File: src/rtl/rr_stream_mux.sv
`default_nettype none
// ============================================================================
// Module   : rr_stream_mux
// Brief    : N-channel stream multiplexer with a single-entry registered
//            output stage. Grants either a fixed channel chosen by 'control'
//            or rotates round-robin across valid channels.
// Revision : 1.0 - initial release
// ============================================================================
module rr_stream_mux #(
    parameter int WIDTH = 32,
    parameter int N     = 4,
    parameter int SELW  = $clog2(N)
) (
    input  logic                 clk,
    input  logic                 reset,
    input  logic [N*WIDTH-1:0]   in_data,
    input  logic [N-1:0]         in_valid,
    output logic [N-1:0]         in_ready,
    input  logic                 mode,
    input  logic [SELW-1:0]      control,
    output logic [WIDTH-1:0]     out_data,
    output logic                 out_valid,
    input  logic                 out_ready,
    output logic [SELW-1:0]      out_chan
);

    // Pointer value after reset: the first round-robin search begins at 0.
    localparam logic [SELW-1:0] c_ptr_init = SELW'(N - 1);

    // Registered state
    logic [WIDTH-1:0] r_data;
    logic [SELW-1:0]  r_chan;
    logic             r_valid;
    logic [SELW-1:0]  r_ptr;

    // Combinational arbitration signals
    logic             w_load_en;
    logic             w_fix_grant;
    logic [SELW-1:0]  w_fix_idx;
    logic             w_rr_grant;
    logic [SELW-1:0]  w_rr_idx;
    logic [SELW-1:0]  w_cand;
    logic             w_grant;
    logic [SELW-1:0]  w_grant_idx;
    logic             w_xfer;
    logic [WIDTH-1:0] w_grant_data;

    // The output register may take a new word when empty or being drained.
    assign w_load_en = !r_valid || out_ready;

    // Fixed mode: grant the channel named by control only if it exists and is
    // valid. Comparing against each legal index means an out-of-range control
    // value simply matches nothing.
    always_comb begin
        w_fix_grant = 1'b0;
        w_fix_idx   = '0;
        for (int i = 0; i < N; i++) begin
            if ((control == SELW'(i)) && in_valid[i]) begin
                w_fix_grant = 1'b1;
                w_fix_idx   = SELW'(i);
            end
        end
    end

    // Round-robin: search offsets ptr+1 .. ptr+N (mod N). Walking the offsets
    // from farthest to nearest lets the nearest valid channel win last, and
    // the pointer's own channel (offset N) has the lowest priority.
    always_comb begin
        w_rr_grant = 1'b0;
        w_rr_idx   = '0;
        w_cand     = '0;
        for (int k = N; k >= 1; k--) begin
            w_cand = SELW'((int'(r_ptr) + k) % N);
            if (in_valid[w_cand]) begin
                w_rr_grant = 1'b1;
                w_rr_idx   = w_cand;
            end
        end
    end

    // Pick the active arbiter; a transfer needs a grant, room in the output
    // register and no reset in progress.
    assign w_grant     = mode ? w_rr_grant : w_fix_grant;
    assign w_grant_idx = mode ? w_rr_idx   : w_fix_idx;
    assign w_xfer      = w_grant && w_load_en && !reset;

    // Select the granted channel's word from the packed input bus.
    always_comb begin
        w_grant_data = '0;
        for (int i = 0; i < N; i++) begin
            if (w_grant_idx == SELW'(i)) begin
                w_grant_data = in_data[i*WIDTH +: WIDTH];
            end
        end
    end

    // One-hot ready back to the granted channel only when the word is taken.
    always_comb begin
        in_ready = '0;
        for (int i = 0; i < N; i++) begin
            in_ready[i] = w_xfer && (w_grant_idx == SELW'(i));
        end
    end

    // Output register and round-robin pointer: load on transfer, clear the
    // valid flag on a drain with no replacement, otherwise hold.
    always_ff @(posedge clk) begin
        if (reset) begin
            r_data  <= '0;
            r_chan  <= '0;
            r_valid <= 1'b0;
            r_ptr   <= c_ptr_init;
        end else if (w_xfer) begin
            r_data  <= w_grant_data;
            r_chan  <= w_grant_idx;
            r_valid <= 1'b1;
            r_ptr   <= w_grant_idx;
        end else if (out_ready) begin
            r_valid <= 1'b0;
        end
    end

    assign out_data  = r_data;
    assign out_chan  = r_chan;
    assign out_valid = r_valid;

endmodule
`default_nettype wire

File: config.mk
export PLATFORM = sky130hd
export DESIGN_NAME = rr_stream_mux
export DESIGN_NICKNAME = d
export VERILOG_FILES = /design/src/rtl/rr_stream_mux.sv
export SDC_FILE = /design/constraint.sdc
export NUM_CORES = 1
export LEC_CHECK = 0
export ABC_CLOCK_PERIOD_IN_PS = 6250
export BUFFER_PORTS_ARGS = -buffer_cell sky130_fd_sc_hd__buf_4
export CAP_MARGIN = 25
export CORE_MARGIN = 5
export CORE_UTILIZATION = 28
export DETAILED_ROUTE_END_ITERATION = 8
export HOLD_SLACK_MARGIN = 0.12
export SYNTH_ARGS = -nofsm -noshare
export SYNTH_HDL_FRONTEND = slang
export SYNTH_SLANG_ARGS = --single-unit
File: constraint.sdc
create_clock -name clk -period 6.25 [get_ports clk]
set_clock_uncertainty 0.1 [all_clocks]
set_input_delay 1.25 -clock clk [delete_from_list [all_inputs] [get_ports clk]]
set_output_delay 1.25 -clock clk [all_outputs]
set_load 0.05 [all_outputs]
==> summary.md <==
| Metric | Value |
|---|---|
| Most numerous cell in the Yosys netlist | `dfxtp_1` |
| Post-DRT Antenna Nets | `0` |
| Final Hold Vio Count | `0` |
| Reg clk slew, reported paths | `0.07 ns` |
| H-tree levels | `2` |
| Ys async rst share | `0%` |
| Postcts setup bufs | `0` |
| Post-synth EDFFs | `0` |
| Post-synthesis mux area share | `32.7%` |
| Final Max Tran Viols | `0` |
| Reg2reg path depth | `6` |
| Synth-to-layout area growth | `63.0%` |
| Vias | `2352` |
| Hpwl dp | `6140 um` |
| Maximum vdd drop | `0.0985 mV` |
| Core area | `8260 sq um` |
| Gpl congestion | `0.743` |
| Critical Path AT | `3.28 ns` |
| Top-area cell type share of the netlist area | `31.0%` |
| Crit path required time | `4.90 ns` |
| Die width | `102 um` |
| CTS root buf | `clkbuf_8` |
| Setup crit end kind | `primary output` |
| Placed cell area | `3770 sq um` |
| Fmax | `0.216 GHz` |
| Worst reg2reg endpoint | `out_data[2]$_SDFFE_PP0P_` |
| CTS Buf Count | `5` |
| Via density per instance | `4.95` |
| # port buffers | `176` |
| Crit Reg-Reg Startpoint | `r_ptr[0]$_SDFFE_PP1P_` |
| Sequential cell area fraction in the yosys report | `31.0%` |
| CTS tree | `built` |
| Hold Path Depth | `2` |
| Crit Path Max Fanout | `38` |
| Max Cap Viol | `0` |
| Antenna violations before repair | `0` |
| Row cnt | `33` |
| Worst-margin pin slew | `0.808 ns` |
| Final wirelength | `7690 um` |
| WS Path Type | `input pin to primary output` |
| Largest family of logic cells by synthesized area | `multiplexers` |
| Fin crit period | `4.63 ns` |
| Tightest Hold Check Type | `flop to flop` |
| Synth Area in Compound Gates | `17.1%` |
| Post-synth top cells | `37 x dfxtp_1, 32 x a21o_1, 31 x nor3b_1` |
| Setup TNS | `0 ns` |
| DIE AREA | `10500 sq um` |
| Xor/xnor share of the synthesized area | `0%` |
| Fin nets | `507` |
| GRT Overall Usage | `14.4%` |
| Clk buf depth | `2` |
| Syn nets | `339` |
| FF-to-FF setup slack | `3.26 ns` |
| Synth warnings | `0` |
| Largest cells by area after synthesis | `dfxtp_1 31%, mux4_2 26%, a21o_1 10%, nor3b_1 9.8%, mux4_1 4.4%` |
| First-pass GRT wire length | `11800 um` |
| Initial Util | `28.9%` |
| CTS Sinks | `37` |
| Post-cts resize count | `0` |
| Latest clock arrival within the worst-skew pair | `0.28 ns` |
| DR iter-0 viols | `62` |
| Global route overflow | `0` |
| Cell Pwr Density | `235 nW/um^2` |
| Antenna diode instance count | `0` |
| Hold Path End | `out_chan[1]$_SDFFE_PP0P_` |
| Status | `complete, no violations` |
| Pre-antenna DRT Iters | `4` |
| Post-synthesis cell area | `2390 sq um` |
| CP Launch Type | `input pin` |
| Synth cell types | `34` |
| DRC | `0` |
| Synthesized flop and latch total | `37` |
| Synthesized instance count | `201` |
| Min-Delay Startpoint | `out_chan[1]$_SDFFE_PP0P_` |
| Number of global-route vias before repair | `2439` |
| Count of filler cells inserted in the layout | `783` |
| Fin Hold WS | `0.357 ns` |
| Max_slew headroom | `45.9%` |
| Synth area leader | `dfxtp_1` |
| Top Ports | `177` |
| Die Height | `102 um` |
| Post-synthesis simple-gate area fraction | `14.9%` |
| Final setup fails | `0` |
| Final worst path period share | `74.1%` |
| RSZ-0062 raised after global routing | `no` |
| Largest net degree at the start of global routing | `39` |
| Final instance area | `3890 sq um` |
| Mean routed wirelength per cell | `16.2 um` |
| Synth Area in Adders | `0%` |
| Post-synth top flop | `dfxtp_1` |
| Lkg Pwr | `1.90 nW` |
| Fraction of layout cells with a size suffix above 1 | `60.0%` |
| Cts hold-fix bufs | `0` |
| Avg Cell Area, Syn | `11.9 sq um` |
-- flip-flops by register name (all words and copies together), names as in the netlist --
register / cells
out_valid: 1
r_ptr: 2
out_chan: 2
out_data: 32
-- where the power goes --
group | switching (W) | internal [W] | total [W]
Clock | 0.0000818 | 0.000130 | 0.000212
Sequential | 0.0000165 | 0.000271 | 0.000287
Combinational | 0.000225 | 0.000192 | 0.000416
-- worst max-delay path, cell delays in order --
cell      delay (ns)
buf_4           0.24
a221oi_1        0.31
o21a_2          0.63
buf_4           0.42
and3_1          0.21
buf_4           0.20
-- how the worst max path moves through the flow --
| stage | startpoint | end | depth (start not counted) |
|---|---|---|---|
| global placement | reset | in_ready[3] | 6 |
| detailed placement | reset | in_ready[3] | 6 |
| CTS | reset | in_ready[3] | 6 |
| floorplan | control[0] | in_ready[0] | 5 |
| finish | reset | in_ready[3] | 6 |
| global route | reset | in_ready[3] | 6 |
-- per-stage QoR --
stage,setup WS [ns],power (W),util [%],std cells
3_3_place_gp,1.64,0.000710,45.7,467
5_1_grt,1.45,0.000964,47.1,475
2_1_floorplan,1.72,0.000565,-,201
3_5_place_dp,1.60,0.000715,45.7,467
4_1_cts,1.59,0.000932,47.1,475
6_report,1.62,0.000916,47.1,475
-- layer usage --
layer	share of wire, %	vias to the layer above	GRT usage (%)
met4	0.94	0	3.53
met1	36	1120	15.7
met2	52	97	26.4
li1	-	1131	-
met3	10	4	5.32
met5	0	-	0
-- layout by cell type, fill, tap and decap left out, drive strengths merged, types with 2 or more instances in the layout --
cell type  instances
buf              179
dfxtp             37
a21o              32
mux4              32
nor3b             31
nand2              9
a21oi              7
clkbuf             7
nor2               4
nor2b              4
mux2               4
o21ai              4
nand2b             2
a221oi             2
-- cell type report --
type	instances	area, sq um	area share (%)
Clock buffer	7	86.3	2.22
Tap cell	105	131	3.38
Inverter	1	3.75	0.0965
Timing Repair Buffer	179	1340	34.5
Clock inverter	1	30.0	0.772
Sequential cell	37	741	19.0
Multi-Input combinational cell	145	1550	39.9
-- kinds of logic after synthesis --
group	Yosys count
flip-flops	37
buffers and inverters	19
AO/OA/AOI/OAI	53
multiplexers	36
AND/OR/NAND/NOR	56
(Power assumes the default switching activity.)
